**config.mk**
```make
export PLATFORM = sky130hd
export DESIGN_NAME = barrido_pantalla_flat
export DESIGN_NICKNAME = d
export VERILOG_FILES = /design/src/rtl/barrido_pantalla_pkg.sv /design/src/rtl/barrido_pantalla_if.sv /design/src/rtl/barrido_pantalla_spi_byte_tx.sv /design/src/rtl/barrido_pantalla.sv /design/src/flat_wrapper.sv
export SDC_FILE = /design/constraint.sdc
export NUM_CORES = 1
export LEC_CHECK = 0
export ABC_CLOCK_PERIOD_IN_PS = 2630
export CAP_MARGIN = 20
export CORE_MARGIN = 2
export CORE_UTILIZATION = 35
export CTS_BUF_LIST = sky130_fd_sc_hd__clkbuf_8 sky130_fd_sc_hd__clkbuf_16
export DETAILED_ROUTE_END_ITERATION = 10
export PLACE_DENSITY = 0.52
export SLEW_MARGIN = 5
export SYNTH_ARGS = -nofsm -noshare
export SYNTH_HDL_FRONTEND = slang
export SYNTH_SLANG_ARGS = --single-unit
export TNS_END_PERCENT = 20
```
**constraint.sdc**
```tcl
create_clock -name clk -period 2.63 [get_ports clk]
set_clock_uncertainty 0.05 [all_clocks]
set_input_delay 0.789 -clock clk [delete_from_list [all_inputs] [get_ports clk]]
set_output_delay 0.789 -clock clk [all_outputs]
set_load 0.02 [all_outputs]
```
**src/rtl/barrido_pantalla_pkg.sv**
```systemverilog
// barrido_pantalla_pkg: shared geometry, LCD command bytes and sequencer state encodings
package barrido_pantalla_pkg;
   localparam int LCD_W     = 84;
   localparam int LCD_BANKS = 6;
   localparam int ROW_W     = 6;
   localparam int COL_W     = 7;
   localparam int N_INIT    = 6;
   localparam logic [7:0] CMD_SET_X = 8'h80;
   localparam logic [7:0] CMD_SET_Y = 8'h40;
   localparam logic [2:0] S_LCD_RST = 3'd0;
   localparam logic [2:0] S_INIT    = 3'd1;
   localparam logic [2:0] S_IDLE    = 3'd2;
   localparam logic [2:0] S_XY      = 3'd3;
   localparam logic [2:0] S_FETCH   = 3'd4;
   localparam logic [2:0] S_SEND    = 3'd5;
   localparam logic [2:0] S_NEXT    = 3'd6;
   // Init list: extended set, contrast, temp coeff, bias, basic set, normal display.
   function automatic logic [7:0] init_cmd(input logic [2:0] i, input logic [7:0] vop);
      return i == 3'd0 ? 8'h21 : i == 3'd1 ? vop : i == 3'd2 ? 8'h04 :
             i == 3'd3 ? 8'h14 : i == 3'd4 ? 8'h20 : 8'h0C;
   endfunction
endpackage

```
**src/rtl/barrido_pantalla_if.sv**
```systemverilog
// barrido_pantalla_if: frame-RAM read port, refresh handshake and LCD pins
//   master: the scanner (drives busy/done, RAM read strobe/address, LCD pins)
//   slave : the environment (drives start and the RAM pixel)
interface barrido_pantalla_if;
   import barrido_pantalla_pkg::*;
   logic                   start;
   logic                   busy;
   logic                   done;
   logic                   rdRAM;
   logic [ROW_W+COL_W-1:0] addrRAM;
   logic                   doutRAM;
   logic                   lcd_rst_n;
   logic                   lcd_ce;
   logic                   lcd_dc;
   logic                   lcd_sclk;
   logic                   lcd_mosi;
   modport master(input start, doutRAM,
                  output busy, done, rdRAM, addrRAM, lcd_rst_n, lcd_ce, lcd_dc, lcd_sclk, lcd_mosi);
   modport slave(output start, doutRAM,
                 input busy, done, rdRAM, addrRAM, lcd_rst_n, lcd_ce, lcd_dc, lcd_sclk, lcd_mosi);
endinterface

```
**src/rtl/barrido_pantalla_spi_byte_tx.sv**
```systemverilog
// spi_byte_tx: write-only SPI mode-0 byte sender, MSB first, CLK_DIV clk per SCLK half-period
//   clk, rst (async, active low)
//   load_i/byte_i/dc_i : accept a byte when ready_o is high
//   ready_o            : idle, or in the last cycle of the inter-byte gap
//   sclk_o/mosi_o/ce_o/dc_o : LCD serial pins
module spi_byte_tx #(
   parameter int CLK_DIV = 4
) (
   input  logic       clk,
   input  logic       rst,
   input  logic       load_i,
   input  logic [7:0] byte_i,
   input  logic       dc_i,
   output logic       ready_o,
   output logic       sclk_o,
   output logic       mosi_o,
   output logic       ce_o,
   output logic       dc_o
);
   localparam int DW = $clog2(CLK_DIV + 1);
   logic          act_q, gap_q, hi_q, dc_q;
   logic [2:0]    bit_q;
   logic [7:0]    sh_q;
   logic [DW-1:0] div_q;
   logic          last;
   assign last    = div_q == DW'(CLK_DIV - 1);
   // Accepting in the final gap cycle makes back-to-back bytes exactly 17 half-periods apart.
   assign ready_o = !act_q || (gap_q && last);
   assign sclk_o  = hi_q;
   assign mosi_o  = sh_q[7];
   assign ce_o    = !act_q || gap_q;
   assign dc_o    = dc_q;
   always_ff @(posedge clk or negedge rst)
      if (!rst) begin
         act_q <= 1'b0;
         gap_q <= 1'b0;
         hi_q  <= 1'b0;
         dc_q  <= 1'b0;
         bit_q <= '0;
         sh_q  <= '0;
         div_q <= '0;
      end else if (load_i && ready_o) begin
         act_q <= 1'b1;
         gap_q <= 1'b0;
         hi_q  <= 1'b0;
         dc_q  <= dc_i;
         bit_q <= '0;
         sh_q  <= byte_i;
         div_q <= '0;
      end else if (act_q) begin
         div_q <= last ? '0 : div_q + 1'b1;
         if (last) begin
            if (gap_q) begin
               act_q <= 1'b0;
               gap_q <= 1'b0;
            end else if (!hi_q) begin
               hi_q <= 1'b1;
            end else begin
               // Shift on the falling edge so mosi only moves while sclk is low.
               hi_q  <= 1'b0;
               sh_q  <= {sh_q[6:0], 1'b0};
               bit_q <= bit_q + 1'b1;
               gap_q <= bit_q == 3'd7;
            end
         end
      end
endmodule

```
**src/rtl/barrido_pantalla.sv**
```systemverilog
// barrido_pantalla: scans the 1-bpp frame RAM into PCD8544 vertical bytes and streams them over SPI
//   clk, rst (async, active low)
//   bus (master): start/busy/done refresh handshake, rdRAM/addrRAM/doutRAM frame-RAM port,
//                 lcd_rst_n/lcd_ce/lcd_dc/lcd_sclk/lcd_mosi LCD pins
module barrido_pantalla
   import barrido_pantalla_pkg::*;
#(
   parameter int         CLK_DIV        = 4,
   parameter int         LCD_RST_CYCLES = 16,
   parameter logic [7:0] VOP            = 8'hB1
) (
   input logic clk,
   input logic rst,
   barrido_pantalla_if.master bus
);
   localparam int RW = $clog2(LCD_RST_CYCLES + 1);
   logic [2:0]       st_q, st_d, idx_q, idx_d, bank_q, bank_d;
   logic [RW-1:0]    cnt_q, cnt_d;
   logic [COL_W-1:0] col_q, col_d;
   logic [3:0]       f_q, f_d;
   logic [7:0]       byte_q, byte_d, tx_byte;
   logic             pend_q, pend_d, done_q, done_d;
   logic             load, tx_dc, tx_ready, col_end;
   assign col_end     = col_q == COL_W'(LCD_W - 1);
   assign bus.busy    = st_q != S_IDLE;
   assign bus.done    = done_q;
   assign bus.rdRAM   = st_q == S_FETCH && !f_q[3];
   // Bank base row is 8*bank, so the row is simply {bank, i}.
   assign bus.addrRAM = bus.rdRAM ? {bank_q, f_q[2:0], col_q} : '0;
   assign bus.lcd_rst_n = st_q != S_LCD_RST;
   always_comb begin
      st_d    = st_q;
      cnt_d   = cnt_q;
      idx_d   = idx_q;
      bank_d  = bank_q;
      col_d   = col_q;
      f_d     = f_q;
      byte_d  = byte_q;
      pend_d  = pend_q || (bus.start && (st_q == S_LCD_RST || st_q == S_INIT));
      done_d  = 1'b0;
      load    = 1'b0;
      tx_byte = 8'h00;
      tx_dc   = 1'b0;
      case (st_q)
         S_LCD_RST: begin
            cnt_d = cnt_q + 1'b1;
            if (cnt_q == RW'(LCD_RST_CYCLES - 1)) st_d = S_INIT;
         end
         S_INIT:
            // Extra step after the last command waits for it to leave the wire before idling.
            if (tx_ready) begin
               if (idx_q == 3'(N_INIT)) begin
                  st_d  = S_IDLE;
                  idx_d = '0;
               end else begin
                  load    = 1'b1;
                  tx_byte = init_cmd(idx_q, VOP);
                  idx_d   = idx_q + 1'b1;
               end
            end
         S_IDLE:
            if ((bus.start && !done_q) || pend_q) begin
               st_d   = S_XY;
               pend_d = 1'b0;
               bank_d = '0;
               col_d  = '0;
            end
         S_XY:
            if (tx_ready) begin
               load    = 1'b1;
               tx_byte = idx_q[0] ? CMD_SET_Y : CMD_SET_X;
               idx_d   = {2'b00, ~idx_q[0]};
               st_d    = idx_q[0] ? S_FETCH : S_XY;
               f_d     = '0;
            end
         S_FETCH: begin
            // Pixel for read i arrives one cycle later and lands in bit i.
            f_d = f_q + 1'b1;
            if (f_q != 4'd0) byte_d[f_q[2:0] - 3'd1] = bus.doutRAM;
            if (f_q == 4'd8) st_d = S_SEND;
         end
         S_SEND:
            if (tx_ready) begin
               load    = 1'b1;
               tx_byte = byte_q;
               tx_dc   = 1'b1;
               st_d    = S_NEXT;
            end
         S_NEXT:
            if (bank_q == 3'(LCD_BANKS - 1) && col_end) begin
               if (tx_ready) begin
                  done_d = 1'b1;
                  st_d   = S_IDLE;
               end
            end else begin
               st_d   = S_FETCH;
               f_d    = '0;
               col_d  = col_end ? '0 : col_q + 1'b1;
               bank_d = col_end ? bank_q + 1'b1 : bank_q;
            end
         default: st_d = S_LCD_RST;
      endcase
   end
   always_ff @(posedge clk or negedge rst)
      if (!rst) begin
         st_q   <= S_LCD_RST;
         cnt_q  <= '0;
         idx_q  <= '0;
         bank_q <= '0;
         col_q  <= '0;
         f_q    <= '0;
         byte_q <= '0;
         pend_q <= 1'b0;
         done_q <= 1'b0;
      end else begin
         st_q   <= st_d;
         cnt_q  <= cnt_d;
         idx_q  <= idx_d;
         bank_q <= bank_d;
         col_q  <= col_d;
         f_q    <= f_d;
         byte_q <= byte_d;
         pend_q <= pend_d;
         done_q <= done_d;
      end
   spi_byte_tx #(.CLK_DIV(CLK_DIV)) u_tx (
      .clk     (clk),
      .rst     (rst),
      .load_i  (load),
      .byte_i  (tx_byte),
      .dc_i    (tx_dc),
      .ready_o (tx_ready),
      .sclk_o  (bus.lcd_sclk),
      .mosi_o  (bus.lcd_mosi),
      .ce_o    (bus.lcd_ce),
      .dc_o    (bus.lcd_dc)
   );
endmodule

```
**src/flat_wrapper.sv**
```systemverilog
// flat-port wrapper written by rule: the top's interface ports become plain ports
module barrido_pantalla_flat import barrido_pantalla_pkg::*;
#(
   parameter int         CLK_DIV        = 4,
   parameter int         LCD_RST_CYCLES = 16,
   parameter logic [7:0] VOP            = 8'hB1
)
  (clk, rst, bus_start, bus_doutRAM, bus_busy, bus_done, bus_rdRAM, bus_addrRAM, bus_lcd_rst_n, bus_lcd_ce, bus_lcd_dc, bus_lcd_sclk, bus_lcd_mosi);
  barrido_pantalla_if bus_i ();
  input logic clk;
  input logic rst;
  input wire logic [$bits(bus_i.start)-1:0] bus_start;
  input wire logic [$bits(bus_i.doutRAM)-1:0] bus_doutRAM;
  output wire logic [$bits(bus_i.busy)-1:0] bus_busy;
  output wire logic [$bits(bus_i.done)-1:0] bus_done;
  output wire logic [$bits(bus_i.rdRAM)-1:0] bus_rdRAM;
  output wire logic [$bits(bus_i.addrRAM)-1:0] bus_addrRAM;
  output wire logic [$bits(bus_i.lcd_rst_n)-1:0] bus_lcd_rst_n;
  output wire logic [$bits(bus_i.lcd_ce)-1:0] bus_lcd_ce;
  output wire logic [$bits(bus_i.lcd_dc)-1:0] bus_lcd_dc;
  output wire logic [$bits(bus_i.lcd_sclk)-1:0] bus_lcd_sclk;
  output wire logic [$bits(bus_i.lcd_mosi)-1:0] bus_lcd_mosi;
  assign bus_i.start = bus_start;
  assign bus_i.doutRAM = bus_doutRAM;
  assign bus_busy = bus_i.busy;
  assign bus_done = bus_i.done;
  assign bus_rdRAM = bus_i.rdRAM;
  assign bus_addrRAM = bus_i.addrRAM;
  assign bus_lcd_rst_n = bus_i.lcd_rst_n;
  assign bus_lcd_ce = bus_i.lcd_ce;
  assign bus_lcd_dc = bus_i.lcd_dc;
  assign bus_lcd_sclk = bus_i.lcd_sclk;
  assign bus_lcd_mosi = bus_i.lcd_mosi;
  barrido_pantalla #(.CLK_DIV(CLK_DIV), .LCD_RST_CYCLES(LCD_RST_CYCLES), .VOP(VOP)) u_core (.clk(clk), .rst(rst), .bus(bus_i));
endmodule
```
# Word-level counts from Yosys, hierarchy flattened
# Index checks and enable logic that the tools add are counted.
[word_totals] word_cells=168 rom_bits=0 memories=0 latchBits=0 inputBits=4 register_bits=53 mem_bits_rw=0
[classes] n_reduce_logical=35 n_mux=77 add_sub_neg=8 bitwise_logic=1 n_shift=0 mul=0 n_lt_le_gt_ge=2 n_eq_ne=29 n_div=0
[ops] operator="8-bit 2-to-1 mux" count=14
[ops] operator="3-bit 2-to-1 mux" count=24
[ops] operator="8-bit one-hot mux with 3 select lines" count=1
[ops] operator="1-bit 2-to-1 mux" count=23
[ops] operator="3-bit == test, second input constant" count=7
[ops] operator="7-bit 2-to-1 mux" count=3
[ops] operator="3-bit one-hot mux with 7 select lines" count=1
[ops] operator="3-bit by 2-bit == test with 1-bit output, second input constant" count=5
[ops] operator="2-bit != test, second input constant" count=7
[ops] operator="7-bit one-hot mux with 2 select lines" count=1
[ops] operator="13-bit 2-to-1 mux" count=1
[ops] operator="3-bit by 1-bit adder with 3-bit output, second input constant" count=4
[ops] operator="3-bit one-hot mux with 2 select lines" count=2
[ops] operator="4-bit one-hot mux with 3 select lines" count=1
[ops] operator="3-bit AND reduction" count=4
[ops] operator="2-bit nonzero test" count=5
[ops] operator="8-bit bitwise mux" count=1
[ops] operator="4-bit 2-to-1 mux" count=2
[ops] operator="4-bit AND reduction" count=2
[ops] operator="8-bit AND reduction" count=1
[ops] operator="7-bit by 1-bit adder with 7-bit output, second input constant" count=1
[ops] operator="7-bit == test, second input constant" count=1
[ops] operator="1-bit logical AND" count=7
[ops] operator="3-bit by 1-bit == test with 1-bit output, second input constant" count=2
[ops] operator="21 further kinds" count=32

# Logic depth before layout (Yosys ltp)
# Gate-level depths: netlist of run 1.
[logic_depth] depth_word=10 mapped_depth=8

# Cells and area by module
# A second synthesis of run 1 with hierarchy kept.
[unflattened] cells_unflattened=356 area_unflattened_um2=3220.6
[modules_own_cells] mod="barrido_pantalla" area_per_inst_um2=2283.4 cells_each=264 seq_area_each_um2=875.8 n_inst=1
[modules_own_cells] mod="spi_byte_tx" area_per_inst_um2=937.1 cells_each=92 seq_area_each_um2=450.4 n_inst=1

# Least setup slack after synthesis of run 1
# OpenSTA, ideal clock, no wires.
[synth_timing] path_type="reg-to-output" from="register u_core.st_q[1]" to="output port bus_addrRAM[0]" t_required_ns=1.791 n_path_buf=0 slack_ns=0.242 arrival_time_ns=1.549 path_stages_with_launch=5 path_cell_list="dfrtp_1 > nor3b_4 > inv_2 > nor2_2 > and2_1"
[synth_between] elab_chain_cells=3
[synth_rtl] item="start: declaration" line_no="barrido_pantalla.sv:17" source="logic [2:0] st_q, st_d, idx_q, idx_d, bank_q, bank_d;"
[synth_rtl] item="start signal: assignment" line_no="barrido_pantalla.sv:116" source="st_q <= st_d;"
[synth_rtl] item="3-bit == test" line_no="barrido_pantalla.sv:27" source="assign bus.rdRAM = st_q == S_FETCH && !f_q[3];"
[synth_rtl] item="1-bit logical AND" line_no="barrido_pantalla.sv:27"
[synth_rtl] item="via bus_rdRAM" line_no="flat_wrapper.sv:16" source="output wire logic [$bits(bus_i.rdRAM)-1:0] bus_rdRAM;"
[synth_rtl] item="13-bit 2-to-1 mux" line_no="barrido_pantalla.sv:29" source="assign bus.addrRAM = bus.rdRAM ? {bank_q, f_q[2:0], col_q} : '0;"
[synth_rtl] item="end: declaration" line_no="flat_wrapper.sv:17" source="output wire logic [$bits(bus_i.addrRAM)-1:0] bus_addrRAM;"
# The timed path passes the listed nets, and every way through them passes these cells.

# Worst setup path after layout of run 1
[layout_timing] from="register u_core.st_q[1]" to="output port bus_addrRAM[11]"
[layout_between] elab_chain_cells=3
[layout_rtl] item="3-bit == test" line_no="barrido_pantalla.sv:27"
[layout_rtl] item="1-bit logical AND" line_no="barrido_pantalla.sv:27"
[layout_rtl] item="13-bit 2-to-1 mux" line_no="barrido_pantalla.sv:29"
# Every way passes these cells.

==> metrics.cfg, run 1 <==
[sta]
relSlewSlack_pct=61.7
hold_viol_final=0
clock.fmax_mhz=396
period_minus_slack_ns=2.53
rsz0062_at_grt=yes
tns_ns=0
drv_slew=0
tightestPinTransition_ns=0.570
finalSetupViolCount=0
finalCritPeriodShare_pct=96.1

[die]
core_mm2=0.00822
die-height_um=96.1
fp.dieArea_mm2=0.00924
io_pins=25
rows=33
start_util_pct=36.1
die_x_um=96.1

[logic_synthesis]
ys_ff_latch=53
syn_inst=311
yosys_warnings=0
syn_area_per_cell_um2=9.55
synth.distinct_cells=53
ys.flop_type=dfrtp_1
syn-cell-area_mm2=0.00297
synthesis.nets=325
synth_edf_count=0
synth_sequential_area_ratio_pct=44.7
synthArstFlopShare_pct=100
synthTopCellsByArea=dfrtp_1 45%, ha_1 4.2%, nand2_1 3.8%
yosys.area.top_type_share_pct=44.7
synth_area_leader_cell=dfrtp_1

[cells_and_area]
num-nets-final=358
stdcell_area_mm2=0.00350
final_common_cell=dfrtp_1
diodes=0
area_growth_pct=17.7
mostFrequentLayoutCells=53 x dfrtp_1, 30 x nand2_1, 26 x nor2_1, 19 x o21ai_1, 16 x a21oi_1
layout-drive-gt1-share_pct=12.5

[clock_network]
clk_latency_ns=0.30
cts_max_path_buffers=2
cts_buffers=5
htree_levels=2
cts.sinks=53
root_buffer=clkbuf_8
cts_tree=built
path_clk_slew_ns=0.10

[flow_run]
cap_viol_max_count=0

[grt]
grt_max_degree=30
grt_pass1_vias=2281
grt-ovfl-total=0
antenna_found_initial=0
grt_pass1_wl_um=11500
grt.total_usage_pct=15.7

[setup_path]
worstPathRequired_ns=1.79
critPathTopFamily=buffers and inverters
critPathSlowestCell=dfrtp_1
critical_path_class=reg2out
path_buf_inv=3
cp-start-kind=register
setup.worst_path.end_class=output pin
cp_data_arrival_time_ns=1.69
crit_chain=nor3b_4 -> inv_2 -> buf_4 -> nor3_1 -> clkdlybuf4s15_1
cpPeakStageDelay_ns=0.42
path_max_fanout=5

[power_and_ir_drop]
leakagePower_nw=1.60
irDropWorstVdd_mv=0.175
power_density_mw_per_mm2=405

[detailed_routing]
vias=2327
drtIter0Drc=102
dr.pass1.iters=4
avgViaCountPerCell=5.17
antenna_left=0
drc=0
routed_wirelength_um=6650
wl_per_cell_um=14.8

[min_path]
hold_path.class=in2async

[place]
io_buffers=24
dp_hpwl_um=4750
placed_area_mm2=0.00339
place.gp.congestion=0.786

[outcome]
run_status=finished, final reports clean

==> path summary, 6_finish.rpt <==
kind	slack [ns]	from	to	cells past startpoint
setup / recovery	0.10	u_core.st_q[1]$_DFFE_PN0P_	bus_addrRAM[11]	5
hold / removal	0.39	rst	u_core.u_tx.gap_q$_DFFE_PN0P_	1
setup reg to reg	0.64	u_core.col_q[0]$_DFFE_PN0P_	u_core.f_q[0]$_DFFE_PN0P_	6
hold reg to reg	0.43	u_core.cnt_q[3]$_DFFE_PN0P_	u_core.cnt_q[3]$_DFFE_PN0P_	1
max in group asynchronous	1.51	rst	u_core.byte_q[3]$_DFFE_PN0P_	2
min in group clk	0.43	u_core.cnt_q[3]$_DFFE_PN0P_	u_core.cnt_q[3]$_DFFE_PN0P_	1
==> through the flow <==
stage	hold WS [ns]	instances	util, %	setup slack (ns)	total power [W]
2_1_floorplan	0.388	311	-	0.242	0.000831
3_3_place_gp	0.416	442	41.3	0.0856	0.000856
3_5_place_dp	0.419	442	41.3	0.0671	0.000856
4_1_cts	0.406	450	42.5	0.0623	0.00144
5_1_grt	0.410	450	42.5	-0.00428	0.00147
6_report	0.391	450	42.5	0.104	0.00142
==> layout make-up <==
type                            count  area (um2)
Fill cell                         816        4720
Multi-Input combinational cell    232        1550
Sequential cell                    53        1330
Timing Repair Buffer               38         323
Tap cell                          105         131
Clock buffer                        6        82.6
Inverter                           14        52.6
Clock inverter                      2        33.8
==> state kept, by name, summed over array words and instances, names as in the netlist, 3 cells and up <==
register	flops
u_core.u_tx.div_q	3
u_core.byte_q	8
u_core.col_q	7
u_core.cnt_q	5
u_core.bank_q	3
u_core.st_q	3
u_core.f_q	4
u_core.u_tx.bit_q	3
u_core.u_tx.sh_q	8
u_core.idx_q	3
==> layer usage <==
metal  part of all wire (%)  track usage, %
met1                     54            24.0
met2                     43            23.6
met3                    2.1            2.35
met4                   0.57            3.21
met5                      0               0
==> where the power goes <==
part | internal (W) | switching [W]
clock network | 0.000307 | 0.000271
registers | 0.000814 | 0
logic | 0.00000524 | 0.0000190
==> cell usage after synthesis (6+ instances only) <==
library cell  count
clkbuf_1          8
ha_1             10
o21ai_0           7
nand2b_1          6
o21ai_1          19
and3_1            6
nand3_1           7
nand2_1          30
a22o_1            7
o22ai_1           7
and2_1           10
a21oi_1          16
nor3_1           13
dfrtp_1          53
inv_1            11
mux2_1            8
nor2_1           26
==> what timing repair did <==
action | CTS | global route
gates resized for setup | 17 | 8
hold buffers | 0 | 0
endpoints found under the hold margin | 0 | 0
setup buffers | 0 | 0
endpoints found under the setup margin | 16 | 7
==> worst reg2reg max path: stages, from the launching register on <==
cell,delay [ns]
dfrtp_1,0.41
ha_1,0.27
nand4bb_4,0.14
or3_1,0.43
a32o_1,0.32
nor2_4,0.14
mux2_2,0.17
==> kinds of logic after synthesis <==
| group | synth area share [%] |
|---|---|
| adders and majority gates | 4.21 |
| xor gates and xnor gates | 2.06 |
| AOI/OAI and AO/OA | 18.4 |
| buffers and inverters | 3.41 |
| DFF | 44.7 |
| muxes | 4.80 |
| and+or+nand+nor | 22.4 |
No activity file was read; power rests on OpenSTA's default activity.
==> run 2, diff against run 1 <==
--- a/config.mk
+++ b/config.mk
@@ -6,10 +6,11 @@
 export NUM_CORES = 1
 export LEC_CHECK = 0
 export ABC_CLOCK_PERIOD_IN_PS = 2630
-export CAP_MARGIN = 20
+export CAP_MARGIN = 25
 export CORE_MARGIN = 2
 export CORE_UTILIZATION = 35
 export CTS_BUF_LIST = sky130_fd_sc_hd__clkbuf_8 sky130_fd_sc_hd__clkbuf_16
+export CTS_CLUSTER_SIZE = 25
 export DETAILED_ROUTE_END_ITERATION = 10
 export PLACE_DENSITY = 0.52
 export SLEW_MARGIN = 5
==> results of run 2 <==
The final DEF is identical to that of run 1; final timing and power are the same.
==> run 3, diff against run 2 <==
--- a/config.mk
+++ b/config.mk
@@ -7,12 +7,14 @@
 export LEC_CHECK = 0
 export ABC_CLOCK_PERIOD_IN_PS = 2630
 export CAP_MARGIN = 25
+export CELL_PAD_IN_SITES_DETAIL_PLACEMENT = 1
+export CELL_PAD_IN_SITES_GLOBAL_PLACEMENT = 1
 export CORE_MARGIN = 2
 export CORE_UTILIZATION = 35
 export CTS_BUF_LIST = sky130_fd_sc_hd__clkbuf_8 sky130_fd_sc_hd__clkbuf_16
 export CTS_CLUSTER_SIZE = 25
 export DETAILED_ROUTE_END_ITERATION = 10
-export PLACE_DENSITY = 0.52
+export PLACE_DENSITY = 0.63
 export SLEW_MARGIN = 5
 export SYNTH_ARGS = -nofsm -noshare
 export SYNTH_HDL_FRONTEND = slang
==> run 3 against run 2 <==
Compared with the run above: register-to-register slack worse by 0.07 ns; clock-buffer cell count decreased by 1; clock power increased by 16%; first-iteration DRC count down 34%; final cell count rose by 0.44%; flip-flop and latch count unchanged; wire length is 9.8% higher.
==> metrics.cfg, run 3 (synthesized netlist as in run 1, its figures left out) <==
[outcome]
run_status=finished, final reports clean  ; unchanged

[power_and_ir_drop]
p_sw_w=0.000307  ; was 0.000290 W
power_density_mw_per_mm2=432  ; was 405 mW/mm2
power.share.clock_pct=44.5  ; was 40.8%
leakagePower_nw=1.59  ; was 1.60 nW
irDropWorstVdd_mv=0.235  ; was 0.175 mV
comb_power_share_pct=1.6  ; was 1.7%
p_int_w=0.00120  ; was 0.00113 W
swShare_pct=20.3  ; was 20.5%
power_frac_seq_pct=53.9  ; was 57.5%

[die]
die_x_um=96.1  ; unchanged
start_util_pct=36.1  ; unchanged
rows=33  ; unchanged
fp.dieArea_mm2=0.00924  ; unchanged
die-height_um=96.1  ; unchanged
io_pins=25  ; unchanged
core_mm2=0.00822  ; unchanged

[clock_network]
cts_tree=built  ; unchanged
htree_levels=2  ; unchanged
cts_max_path_buffers=2  ; unchanged
clk_latency_ns=0.31  ; was 0.30 ns
cts_setup_buffers=0  ; unchanged
postCtsHoldBufs=0  ; unchanged
path_clk_slew_ns=0.11  ; was 0.10 ns
cts_buffers=5  ; unchanged
cts.sinks=53  ; unchanged
root_buffer=clkbuf_8  ; unchanged

[flow_run]
cap_viol_max_count=0  ; unchanged

[grt]
grt_pass1_vias=2559  ; was 2281
grt.total_usage_pct=17.4  ; was 15.7%
grt_max_degree=27  ; was 30
grt_pass1_wl_um=12600  ; was 11500 um
antenna_found_initial=0  ; unchanged
grt-ovfl-total=0  ; unchanged

[cells_and_area]
multi_input_area_mm2=0.00154  ; was 0.00155 mm2
diodes=0  ; unchanged
seq_area_mm2=0.00133  ; unchanged
num-nets-final=360  ; was 358
mostFrequentLayoutCells=53 x dfrtp_1, 30 x nand2_1, 26 x nor2_1, 19 x o21ai_1  ; was 53 x dfrtp_1, 30 x nand2_1, 26 x nor2_1, 19 x o21ai_1, 16 x a21oi_1
reg_top3=u_core.byte_q: 8 flops, u_core.u_tx.sh_q: 8 flops, u_core.col_q: 7 flops  ; unchanged
nFillCells=948  ; was 816
final_common_cell=dfrtp_1  ; unchanged
area_growth_pct=17.7  ; about the same
layout-drive-gt1-share_pct=15.9  ; was 12.5%
instances_no_fill=452  ; was 450

[sta]
period_minus_slack_ns=2.54  ; was 2.53 ns
finalCritPeriodShare_pct=96.5  ; was 96.1%
drv_slew=0  ; unchanged
rsz0062_at_grt=yes  ; unchanged
finalSetupViolCount=0  ; unchanged
tightestPinTransition_ns=0.578  ; was 0.570 ns
hold_viol_final=0  ; unchanged
whs_ns=0.337  ; was 0.391 ns
clock.fmax_mhz=394  ; was 396 MHz
relSlewSlack_pct=61.2  ; was 61.7%

[setup_path]
cp_data_arrival_time_ns=1.70  ; was 1.69 ns
critPathTopFamily=buffers and inverters  ; unchanged
cpPeakStageDelay_ns=0.42  ; about the same
setup.worst_path.end_class=output pin  ; unchanged
path_max_fanout=10  ; was 5
rrSetupSlack_ns=0.57  ; was 0.64 ns
r2r-start=u_core.st_q[2]$_DFFE_PN0P_  ; was u_core.col_q[0]$_DFFE_PN0P_
path_buf_inv=3  ; unchanged
critPathSlowestCell=dfrtp_1  ; unchanged
worstPathRequired_ns=1.79  ; about the same
critical_path_class=reg2out  ; unchanged
crit_path_start=u_core.st_q[1]$_DFFE_PN0P_  ; unchanged
crit_chain=nor3b_4 -> inv_2 -> nor2_2 -> buf_4 -> and2_1 -> clkdlybuf4s15_1  ; was nor3b_4 -> inv_2 -> buf_4 -> nor3_1 -> clkdlybuf4s15_1
worstRegToRegCells=7  ; was 6
r2r_end=u_core.u_tx.sh_q[6]$_DFFE_PN0P_  ; was u_core.f_q[0]$_DFFE_PN0P_
cp-start-kind=register  ; unchanged

[min_path]
hold_path.class=in2async  ; unchanged

[detailed_routing]
vias=2386  ; was 2327
drc=0  ; unchanged
dr.pass1.iters=4  ; unchanged
drtIter0Drc=67  ; was 102
antenna_left=0  ; unchanged
routed_wirelength_um=7310  ; was 6650 um
wl_per_cell_um=16.2  ; was 14.8 um
avgViaCountPerCell=5.28  ; was 5.17

[place]
io_buffers=24  ; unchanged
dp_cells=444  ; was 442
place.gp.congestion=0.773  ; was 0.786
dp_hpwl_um=5400  ; was 4750 um

[run 3: area by class of cell]
class                           instances  share of cell area (%)
Sequential cell                        53                    38.0
Tap cell                              105                    3.76
Multi-Input combinational cell        232                    44.1
Clock inverter                          3                    1.97
Inverter                               14                    1.50
Timing Repair Buffer                   40                    8.70
Clock buffer                            5                    1.97
[run 3: routing by layer]
| layer | GRT usage (%) | vias up | wire length [um] |
|---|---|---|---|
| li1 | - | 1176 | - |
| met1 | 24.5 | 1186 | 3760 |
| met2 | 28.6 | 20 | 3340 |
| met3 | 2.58 | 4 | 153 |
| met4 | 3.57 | 0 | 52 |
| met5 | 0 | - | 0 |
[run 3: power groups by stage]
| stage | clock [W] | combinational (W) | sequential [W] |
|---|---|---|---|
| floorplan | 0 | 0.000000149 | 0.000831 |
| global placement | 0 | 0.0000255 | 0.000830 |
| detailed placement | 0 | 0.0000257 | 0.000830 |
| CTS | 0.000688 | 0.0000256 | 0.000814 |
| global route | 0.000716 | 0.0000281 | 0.000814 |
| finish | 0.000672 | 0.0000237 | 0.000814 |
[run 3: timing repair]
item | in CTS | in global routing
resized for setup | 15 | 25
endpoints found under the setup margin | 15 | 13
gates cloned | 0 | 0
hold endpoints to repair | 0 | 0
[run 3: worst max path at each step]
| stage | endpoint | slack (ns) | depth (start not counted) |
|---|---|---|---|
| 6_report | bus_addrRAM[10] | 0.09 | 6 |
| 5_1_grt | bus_addrRAM[10] | -0.03 | 6 |
| 4_1_cts | bus_busy | 0.003 | 5 |
| 3_5_place_dp | bus_addrRAM[6] | 0.11 | 6 |
| 3_3_place_gp | bus_addrRAM[9] | 0.16 | 5 |
| 2_1_floorplan | bus_addrRAM[0] | 0.24 | 4 |
[run 3: metrics by stage]
step / TNS [ns] / util [%] / power, W / area (um2) / setup slack [ns]
floorplan: 0 / - / 0.000831 / 2970 / 0.242
global placement: 0 / 41.5 / 0.000856 / 3410 / 0.162
detailed placement: 0 / 41.5 / 0.000856 / 3410 / 0.112
CTS: 0 / 42.9 / 0.00153 / 3530 / 0.00276
global route: -0.0282 / 42.5 / 0.00156 / 3490 / -0.0282
finish: 0 / 42.5 / 0.00151 / 3490 / 0.0921
